[src/rtl/riscv_mem_pkg.sv]
// Shared types and helpers for the unified memory port arbiter.
package riscv_mem_pkg;

  localparam logic [2:0] WHB_B  = 3'd0;
  localparam logic [2:0] WHB_H  = 3'd1;
  localparam logic [2:0] WHB_W  = 3'd2;
  localparam logic [2:0] WHB_BU = 3'd3;
  localparam logic [2:0] WHB_HU = 3'd4;

  typedef enum logic [1:0] {IDLE, ISSUE, WAIT} arb_state_t;
  typedef enum logic {OWN_IF, OWN_D} owner_t;

  // Codes outside the legal load/store set collapse to a word access.
  function automatic logic [2:0] norm_whb(input logic we, input logic [2:0] whb);
    logic [2:0] r;
    if (we) r = (whb > WHB_W) ? WHB_W : whb;
    else    r = (whb > WHB_HU) ? WHB_W : whb;
    return r;
  endfunction

  function automatic logic misaligned(input logic [2:0] whb, input logic [1:0] lo);
    logic r;
    case (whb)
      WHB_H, WHB_HU: r = lo[0];
      WHB_W:         r = (lo != 2'b00);
      default:       r = 1'b0;
    endcase
    return r;
  endfunction

endpackage

[src/rtl/mem_lane_align.sv]
// Byte-lane steering: store byte enables/replication and load extraction/extension.
module mem_lane_align
  import riscv_mem_pkg::*;
(
  input  logic [2:0]  whb,
  input  logic [1:0]  addr,
  input  logic [31:0] wdata,
  input  logic [31:0] rdata,
  output logic [3:0]  be,
  output logic [31:0] wdata_rep,
  output logic [31:0] rdata_ext
);

  logic [15:0] shifted;

  always_comb begin
    shifted   = 16'(rdata >> {addr, 3'b000});
    be        = 4'b1111;
    wdata_rep = wdata;
    rdata_ext = rdata;
    case (whb)
      WHB_B: begin
        be        = 4'b0001 << addr;
        wdata_rep = {4{wdata[7:0]}};
        rdata_ext = {{24{shifted[7]}}, shifted[7:0]};
      end
      WHB_H: begin
        be        = 4'b0011 << addr;
        wdata_rep = {2{wdata[15:0]}};
        rdata_ext = {{16{shifted[15]}}, shifted[15:0]};
      end
      WHB_BU: begin
        be        = 4'b0001 << addr;
        wdata_rep = {4{wdata[7:0]}};
        rdata_ext = {24'd0, shifted[7:0]};
      end
      WHB_HU: begin
        be        = 4'b0011 << addr;
        wdata_rep = {2{wdata[15:0]}};
        rdata_ext = {16'd0, shifted[15:0]};
      end
      default: ;
    endcase
  end

endmodule

[src/rtl/mem_port_arbiter.sv]
// Single-port memory shared by instruction fetch and load/store, one transaction at a time.
// Optional misaligned-access trap: define MEM_ARB_MISALIGN_TRAP_EN.
module mem_port_arbiter
  import riscv_mem_pkg::*;
#(
  parameter int unsigned AW           = 32,
  parameter int unsigned MAX_D_STREAK = 4
) (
  input  logic          clk,
  input  logic          rst,
  input  logic          if_req,
  input  logic [AW-1:0] if_addr,
  input  logic          if_flush,
  output logic          if_gnt,
  output logic          if_rvalid,
  output logic [31:0]   if_rdata,
  input  logic          d_req,
  input  logic          d_we,
  input  logic [2:0]    d_whb,
  input  logic [AW-1:0] d_addr,
  input  logic [31:0]   d_wdata,
  output logic          d_gnt,
  output logic          d_rvalid,
  output logic [31:0]   d_rdata,
  output logic          d_err,
  output logic          mem_req,
  output logic          mem_we,
  output logic [AW-1:0] mem_addr,
  output logic [3:0]    mem_be,
  output logic [31:0]   mem_wdata,
  input  logic          mem_ready,
  input  logic          mem_rvalid,
  input  logic [31:0]   mem_rdata
);

  localparam int unsigned SW = $clog2(MAX_D_STREAK + 1);

  arb_state_t    state;
  owner_t        owner;
  logic          flush_pend;
  logic [SW-1:0] streak;
  logic [AW-1:0] addr_q;
  logic [2:0]    whb_q;
  logic          we_q;
  logic [31:0]   wdata_q;
  logic          req_q;
  logic          err_q;

  logic          if_win;
  logic [2:0]    d_whb_n;
  logic          d_mis;
  logic          gnt_ok;
  logic          resp;
  logic [3:0]    al_be;
  logic [31:0]   al_wdata;
  logic [31:0]   al_rdata;

  assign if_win  = if_req & (~d_req | (streak == SW'(MAX_D_STREAK)));
  assign d_whb_n = norm_whb(d_we, d_whb);
  assign gnt_ok  = (state == ISSUE) & mem_ready;
  assign resp    = (state == WAIT) & mem_rvalid;

`ifdef MEM_ARB_MISALIGN_TRAP_EN
  assign d_mis = misaligned(d_whb_n, d_addr[1:0]);
  assign d_err = err_q;
`else
  assign d_mis = 1'b0;
  assign d_err = 1'b0;
`endif

  mem_lane_align u_align (
    .whb       (whb_q),
    .addr      (addr_q[1:0]),
    .wdata     (wdata_q),
    .rdata     (mem_rdata),
    .be        (al_be),
    .wdata_rep (al_wdata),
    .rdata_ext (al_rdata)
  );

  // Grants and responses track the memory handshake in the same cycle.
  assign if_gnt    = gnt_ok & (owner == OWN_IF);
  assign d_gnt     = (gnt_ok & (owner == OWN_D)) | err_q;
  assign if_rvalid = resp & (owner == OWN_IF) & ~flush_pend & ~if_flush;
  assign d_rvalid  = resp & (owner == OWN_D);
  assign if_rdata  = if_rvalid ? mem_rdata : 32'd0;
  assign d_rdata   = (d_rvalid & ~we_q) ? al_rdata : 32'd0;

  assign mem_req   = req_q;
  assign mem_we    = req_q & we_q;
  assign mem_addr  = req_q ? {addr_q[AW-1:2], 2'b00} : '0;
  assign mem_be    = req_q ? (we_q ? al_be : 4'b1111) : 4'b0000;
  assign mem_wdata = (req_q & we_q) ? al_wdata : 32'd0;

  always_ff @(posedge clk) begin
    if (rst) begin
      state      <= IDLE;
      owner      <= OWN_IF;
      flush_pend <= 1'b0;
      streak     <= '0;
      addr_q     <= '0;
      whb_q      <= WHB_W;
      we_q       <= 1'b0;
      wdata_q    <= 32'd0;
      req_q      <= 1'b0;
      err_q      <= 1'b0;
    end else begin
      err_q <= 1'b0;

      if (if_gnt) begin
        streak <= '0;
      end else if (d_gnt) begin
        if (!if_req) streak <= '0;
        else if (streak != SW'(MAX_D_STREAK)) streak <= streak + SW'(1);
      end

      if (resp) flush_pend <= 1'b0;
      else if (if_flush && owner == OWN_IF && state != IDLE) flush_pend <= 1'b1;

      case (state)
        IDLE: begin
          // Skip arbitration in the trap-pulse cycle while the requester still holds d_req.
          if (!err_q && (if_req || d_req)) begin
            if (if_win) begin
              owner   <= OWN_IF;
              addr_q  <= if_addr;
              we_q    <= 1'b0;
              whb_q   <= WHB_W;
              wdata_q <= 32'd0;
              req_q   <= 1'b1;
              state   <= ISSUE;
            end else begin
              owner   <= OWN_D;
              addr_q  <= d_addr;
              we_q    <= d_we;
              whb_q   <= d_whb_n;
              wdata_q <= d_wdata;
              if (d_mis) begin
                err_q <= 1'b1;
              end else begin
                req_q <= 1'b1;
                state <= ISSUE;
              end
            end
          end
        end
        ISSUE: begin
          if (mem_ready) begin
            req_q <= 1'b0;
            state <= WAIT;
          end
        end
        WAIT: begin
          if (mem_rvalid) state <= IDLE;
        end
        default: state <= IDLE;
      endcase
    end
  end

endmodule

[config.mk]
export PLATFORM = sky130hd
export DESIGN_NAME = mem_port_arbiter
export DESIGN_NICKNAME = d
export VERILOG_FILES = /design/src/rtl/riscv_mem_pkg.sv /design/src/rtl/mem_lane_align.sv /design/src/rtl/mem_port_arbiter.sv
export SDC_FILE = /design/constraint.sdc
export NUM_CORES = 1
export LEC_CHECK = 0
export ABC_CLOCK_PERIOD_IN_PS = 4310
export CAP_MARGIN = 20
export CORE_UTILIZATION = 25
export DETAILED_ROUTE_END_ITERATION = 16
export GPL_TIMING_DRIVEN = 0
export PLACE_DENSITY = 0.62
export SYNTH_ARGS = -nofsm -noshare
export SYNTH_HDL_FRONTEND = slang
export SYNTH_HIERARCHICAL = 1
export SYNTH_SLANG_ARGS = --single-unit
[constraint.sdc]
create_clock -name clk -period 4.31 [get_ports clk]
set_input_delay 0.862 -clock clk [delete_from_list [all_inputs] [get_ports clk]]
set_output_delay 0.862 -clock clk [all_outputs]
set_load 0.05 [all_outputs]
==> results.sh, run 1 <==
export IMPL_grt_antenna_before_repair=0
export IMPL_nets=1254
export IMPL_max_stage_delay_ns=0.80
export IMPL_ys_seq_area_frac=0.251
export IMPL_final_area_sq_um=9530
export IMPL_die_width_um=158
export IMPL_post_cts_buffers=0
export IMPL_crit_arrival_ns=3.30
export IMPL_p_leak_nw=3.93
export IMPL_dpl_cell_count=1421
export IMPL_top_level_ports=278
export IMPL_start_util=0.257
export IMPL_grt_pass1_wl_um=38200
export IMPL_cpMaxStageDelayCell="clkdlybuf4s50_1"
export IMPL_finalPower_mw=2.53
export IMPL_layout_setup_ws_ns=0.143
export IMPL_startpoint_type="input port"
export IMPL_drt_initial_drc_count=359
export IMPL_final_max_slew_viol_count=0
export IMPL_clk_pin_slew_worst_paths_ns=0.05
export IMPL_gp_congestion=0.888
export IMPL_drt_total_wl_um=25500
export IMPL_dp_hpwl_um=19800
export IMPL_grt_use_met3=0.0567
export IMPL_path_max_fanout=8
export IMPL_rsz0062_at_grt="no"
export IMPL_clock_fmax_ghz=0.240
export IMPL_cts_buffers=9
export IMPL_hold_class="flop to flop"
export IMPL_synth_area_sq_um=6060
export IMPL_num_antenna_cells=0
export IMPL_drive_gt1_frac=0.121
export IMPL_worst_setup_path_type="input port to output pin"
export IMPL_setup_viol=0
export IMPL_synth_seq_cells=76
export IMPL_status="finished clean"
export IMPL_route_detailed_drc=0
export IMPL_relSlewSlack=0.489
export IMPL_root_buffer="clkbuf_16"
export IMPL_post_place_ws_ns=-0.00779
export IMPL_areaGrowthSynthToFinish_pct=57.2
export IMPL_ant_nets=0
export IMPL_ys_types=58
export IMPL_grt_overflow=0
export IMPL_setup_worst_path_end_class="output pin"
export IMPL_vias_per_cell=4.83
export IMPL_fin_crit_sh=0.967
export IMPL_finalNonFillerCells=1436
export IMPL_hold_viol_final=0
export IMPL_grt_max_degree=14
export IMPL_htreeDepth=3
export IMPL_grt_pass1_vias=6787
export IMPL_skew_ns=0.0123
export IMPL_cp_cell_sequence="clkdlybuf4s50_1 > mux2i_1 > nor4_1 > nor3_4 > a21oi_1 > and2_1 > clkdlybuf4s50_1"
export IMPL_use_met2=0.356
export IMPL_synthArstFlopShare=0
export IMPL_dr_pass1_iters=9
export IMPL_die_y_um=158
export IMPL_synth_flop_cell="dfxtp_1"
export IMPL_worstPathRequired_ns=3.45
export IMPL_hold_slack_ns=0.475
export IMPL_postPlaceCellArea_sq_um=9210
export IMPL_clock_latency_ns=0.35
export IMPL_syn_inst=826
export IMPL_grt_busiest_layer="met2"
export IMPL_powerDensity_nw_per_um2=266
export IMPL_syn_area_per_cell_sq_um=7.34
export IMPL_post_drt_wl_per_cell_um=17.8
export IMPL_finalSetupTns_ns=0
export IMPL_cts_tree="yes"
export IMPL_crit_path_frequent_cell="clkdlybuf4s50_1"
export IMPL_post_route_util=0.404
export IMPL_grt_total_usage=0.202
export IMPL_die_area_sq_um=24900
export IMPL_grtUsageMet1=0.241
export IMPL_worst_pin_slew_ns=0.767
export IMPL_portBuffers=274
export IMPL_vias=6930
export IMPL_clkSinkCount=76
export IMPL_layout_min_cycle_time_ns=4.17
export IMPL_synth_edf_count=0
export IMPL_yosys_warnings=6
export IMPL_maxCapViolCount=0
export IMPL_cts_max_path_buffers=2
export IMPL_vdd_drop_max_mv=0.185
export IMPL_rows=56
export IMPL_core_area_sq_um=23600
## path summary, 6_finish.rpt
path	start	end	slack (ns)	cells after the start
worst min-delay path	whb_q[0]	whb_q[0]	0.48	2
worst max register to register	streak[0]	addr_q[1]	2.39	7
worst min register to register	whb_q[0]	whb_q[0]	0.48	2
worst max-delay path	mem_rdata[15]	d_rdata[10]	0.14	7
## Yosys cell counts, drive strengths merged (2+ instances only)
library cell  instances  area (sq um)
a211oi               36           420
dfxtp                76          1520
a21oi                54           274
nor2                106           408
buf                  49           333
nor4                  2          27.5
o22ai                 8          50.1
nor4b                 2          23.8
a2bb2oi              34           298
or2                   3          18.8
nand2               106           425
and2                105           657
nand3                37           190
clkbuf               42           178
ha                    2          25.0
mux2                 16           184
inv                  10          37.5
and3                 33           206
nor2b                 9          56.3
a22oi                 9          72.6
a21boi                4          30.0
o21ai                28           140
a22o                  8          70.1
nand3b                6          57.6
nor3                  3          31.3
o21bai                8          60.1
mux2i                12           133
a31oi                 8          50.1
## worst max-delay path: cells and delay by family
| kind | cells | cell delay [ns] |
|---|---|---|
| simple gates | 3 | 0.66 |
| mux | 1 | 0.17 |
| buf+inv | 2 | 1.43 |
| compound gates | 1 | 0.17 |
## placed cells by master, fill, tap and decap left out, types with 7 or more instances in the layout
cell,instances
a211oi_2,30
a21oi_1,53
a22o_1,8
a22oi_1,8
a2bb2oi_1,34
a31oi_1,8
and2_1,105
and3_1,33
buf_2,20
buf_4,19
buf_6,7
clkbuf_1,39
clkbuf_16,9
clkdlybuf4s50_1,272
dfxtp_1,76
inv_1,10
mux2_2,15
mux2i_1,11
nand2_1,95
nand2_2,11
nand3_1,36
nor2_1,104
nor2b_1,9
o21ai_0,27
o21bai_1,8
o22ai_1,8
## final cells by class
class	instances	area (sq um)
Sequential cell	76	1520
Fill cell	2516	14100
Clock buffer	9	225
Clock inverter	6	87.6
Tap cell	319	399
Inverter	10	37.5
Timing Repair Buffer	274	2750
Buffer	91	512
Multi-Input combinational cell	651	4000
## sequential cells by signal (all words and copies together), names as in the netlist
name / cells
owner: 1
addr_q: 32
mem_req: 1
streak: 3
flush_pend: 1
state: 2
we_q: 1
wdata_q: 32
whb_q: 3
## cell families (layout without fill, tap and decap cells)
group / count (synthesis) / in the layout / share of synthesized area
AOI/OAI and AO/OA: 200 / 200 / 0.247
xor gates and xnor gates: 2 / 2 / 0.00289
adders and majority gates: 2 / 2 / 0.00413
buffers and inverters: 101 / 390 / 0.0904
DFF: 76 / 76 / 0.251
muxes: 28 / 28 / 0.0522
other: 1 / 3 / 0.000619
and+or+nand+nor: 416 / 416 / 0.352
## power by group
part	leakage [nW]	internal, mW	switching, mW	total [mW]
logic	3.14	0.386	0.494	0.880
registers	0.626	0.765	0.0535	0.819
clock network	0.156	0.506	0.328	0.834
## repair_timing
item                       in CTS  in global routing
setup endpoints to repair       2                  2
gates resized for setup         1                  2
hold buffers                    0                  0
## routing by layer
layer  routed length [um]  share of wire
met3                 2090          0.082
met1                11000           0.43
met4                  239         0.0094
met5                    0              0
met2                12200           0.48
Note: power is estimated with default switching activity, not from simulation.
==> run 2, diff against run 1 <==
--- a/config.mk
+++ b/config.mk
@@ -9,8 +9,10 @@
 export CAP_MARGIN = 20
 export CORE_UTILIZATION = 25
 export DETAILED_ROUTE_END_ITERATION = 16
+export GPL_ROUTABILITY_DRIVEN = 0
 export GPL_TIMING_DRIVEN = 0
 export PLACE_DENSITY = 0.62
+export SETUP_SLACK_MARGIN = 0.4
 export SYNTH_ARGS = -nofsm -noshare
 export SYNTH_HDL_FRONTEND = slang
 export SYNTH_HIERARCHICAL = 1
==> run 2 against run 1 <==
Effect of this change:
- critical path depth is 2 lower
- global-route usage hardly changed
- count of clock-buffer cells in the layout stayed put
- clock skew hardly changed
- fmax is 9.5% higher
- via count hardly changed
==> results.sh, run 2 (synthesized netlist as in run 1, its figures left out) <==
export IMPL_status="finished clean"
export IMPL_core_area_sq_um=23600
export IMPL_switching_power_mw=0.874
export IMPL_cpMaxStageDelayCell="clkdlybuf4s50_1"
export IMPL_worst_path_buf_inv=2
export IMPL_grt_max_degree=14
export IMPL_grt_antenna_before_repair=0
export IMPL_final_max_slew_viol_count=0
export IMPL_worst_setup_path_type="input port to output pin"
export IMPL_setup_viol=0
export IMPL_worst_pin_slew_ns=0.767
export IMPL_root_buffer="clkbuf_16"
export IMPL_cts_tree="yes"
export IMPL_drt_initial_drc_count=292
export IMPL_num_antenna_cells=0
export IMPL_fin_crit_sh=0.883
export IMPL_ant_nets=0
export IMPL_cts_resized=75
export IMPL_max_stage_delay_ns=0.80
export IMPL_intPower_mw=1.65
export IMPL_cp_cell_sequence="clkdlybuf4s50_1 > nand3b_4 > nor4_4 > and2_1 > clkdlybuf4s50_1"
export IMPL_power_frac_clock=0.329
export IMPL_route_detailed_drc=0
export IMPL_final_common_cell="clkdlybuf4s50_1"
export IMPL_combPwrFrac=0.347
export IMPL_drt_total_wl_um=25500
export IMPL_worstPathRequired_ns=3.45
export IMPL_reg_largest_list="addr_q: 32 flops, wdata_q: 32 flops"
export IMPL_powerDensity_nw_per_um2=267
export IMPL_startpoint_type="input port"
export IMPL_post_drt_wl_per_cell_um=17.7
export IMPL_relSlewSlack=0.489
export IMPL_grt_pass1_vias=6789
export IMPL_finalSetupTns_ns=0
export IMPL_skew_ns=0.0127
export IMPL_hold_viol_final=0
export IMPL_clk_pin_slew_worst_paths_ns=0.05
export IMPL_p_leak_nw=4.16
export IMPL_drive_gt1_frac=0.135
export IMPL_netSwitchingFraction=0.346
export IMPL_grt_total_usage=0.202
export IMPL_setup_worst_path_end_class="output pin"
export IMPL_grt_pass1_wl_um=38300
export IMPL_sequentialPowerShare=0.324
export IMPL_rsz0062_at_grt="no"
export IMPL_die_width_um=158
export IMPL_vias_per_cell=4.83
export IMPL_cts_max_path_buffers=2
export IMPL_cts_hold_buf=0
export IMPL_clock_latency_ns=0.35
export IMPL_wl_met3_um=2190
export IMPL_highest_layer="met4"
export IMPL_crit_path_frequent_cell="clkdlybuf4s50_1"
export IMPL_grt_overflow=0
export IMPL_htreeDepth=3
export IMPL_die_y_um=158
export IMPL_portBuffers=274
export IMPL_cp_top_family="buffers and inverters"
export IMPL_vdd_drop_max_mv=0.184
export IMPL_finalNonFillerCells=1436
export IMPL_dpl_cell_count=1421
export IMPL_dr_pass1_iters=7
export IMPL_start_util=0.257
export IMPL_clkSinkCount=76
export IMPL_post_cts_buffers=0
export IMPL_hold_class="flop to flop"
export IMPL_cts_buffers=9
export IMPL_die_area_sq_um=24900
export IMPL_final_cell_mix="clkdlybuf4s50_1 (211), and2_1 (105), nor2_1 (104), nand2_1 (95), dfxtp_1 (76)"
export IMPL_clock_fmax_ghz=0.263
export IMPL_nets=1254
export IMPL_areaGrowthSynthToFinish_pct=56.1
export IMPL_met2_length_um=12200
export IMPL_rows=56
export IMPL_path_max_fanout=6
export IMPL_maxCapViolCount=0
export IMPL_dp_hpwl_um=19800
export IMPL_top_level_ports=278
export IMPL_crit_arrival_ns=2.94
export IMPL_fill_cells=2542
export IMPL_layout_min_cycle_time_ns=3.81
export IMPL_vias=6936
export IMPL_wirelength_met1_um=10900
[run 2: cell types whose count changed in the layout (fill, tap and decap cells not counted), moves of 3 or more]
cell             before  now
clkdlybuf4s50_1     272  211
clkbuf_1             39   36
clkdlybuf4s15_1       0   10
dlygate4sd2_1         0   38
clkdlybuf4s15_2       0    4
clkbuf_2              1   12
[run 2: worst paths after layout]
check,depth (start not counted),start,to,slack (ns)
setup reg to reg,7,streak[0],addr_q[1],2.39
hold / removal,2,whb_q[0],whb_q[0],0.48
setup / recovery,5,mem_rvalid,if_rdata[31],0.50
hold reg to reg,2,whb_q[0],whb_q[0],0.48
[run 2: layout make-up]
| type | count | area, sq um | area share |
|---|---|---|---|
| inverters | 10 | 37.5 | 0.00397 |
| clock buffers | 9 | 225 | 0.0238 |
| multi-input cells | 651 | 4010 | 0.423 |
| well taps | 319 | 399 | 0.0422 |
| flip-flops and latches | 76 | 1520 | 0.161 |
| repair buffers | 274 | 2670 | 0.282 |
| plain buffers | 91 | 515 | 0.0545 |
| clock inverters | 6 | 87.6 | 0.00926 |
[run 2: per-layer routing]
layer  vias to the layer above  GRT usage
met1                      3237      0.242
met2                       281      0.358
met3                        16     0.0553
met5                         -          0
met4                         0     0.0384
li1                       3402          -
[run 2: power groups by stage]
stage          Sequential [mW]  Clock, mW  Combinational [mW]
6_report                 0.818      0.832               0.878
3_5_place_dp             0.832          0               0.881
4_1_cts                  0.817      0.848               0.883
2_1_floorplan            0.814          0               0.552
3_3_place_gp             0.830          0               0.874
5_1_grt                  0.826      0.882               0.952
[run 2: worst register-to-register path, cell delays in order (launching register included)]
cell and delay [ns]:
dfxtp_1 0.33, inv_1 0.06, ha_1 0.23, a21bo_1 0.21
nand2_1 0.26, clkbuf_1 0.43, nand2_1 0.13, a211oi_2 0.19
[run 2: stage by stage]
stage | util | instance area (sq um) | hold slack (ns) | total power [mW] | worst slack, ns
after floorplan | - | 6070 | 0.449 | 1.37 | 1.17
after global placement | 0.390 | 9210 | 0.459 | 1.70 | 0.0181
after detailed placement | 0.390 | 9210 | 0.474 | 1.71 | -0.00779
after CTS | 0.401 | 9470 | 0.481 | 2.55 | 0.148
after global routing | 0.401 | 9460 | 0.513 | 2.66 | 0.401
final | 0.401 | 9460 | 0.476 | 2.53 | 0.505
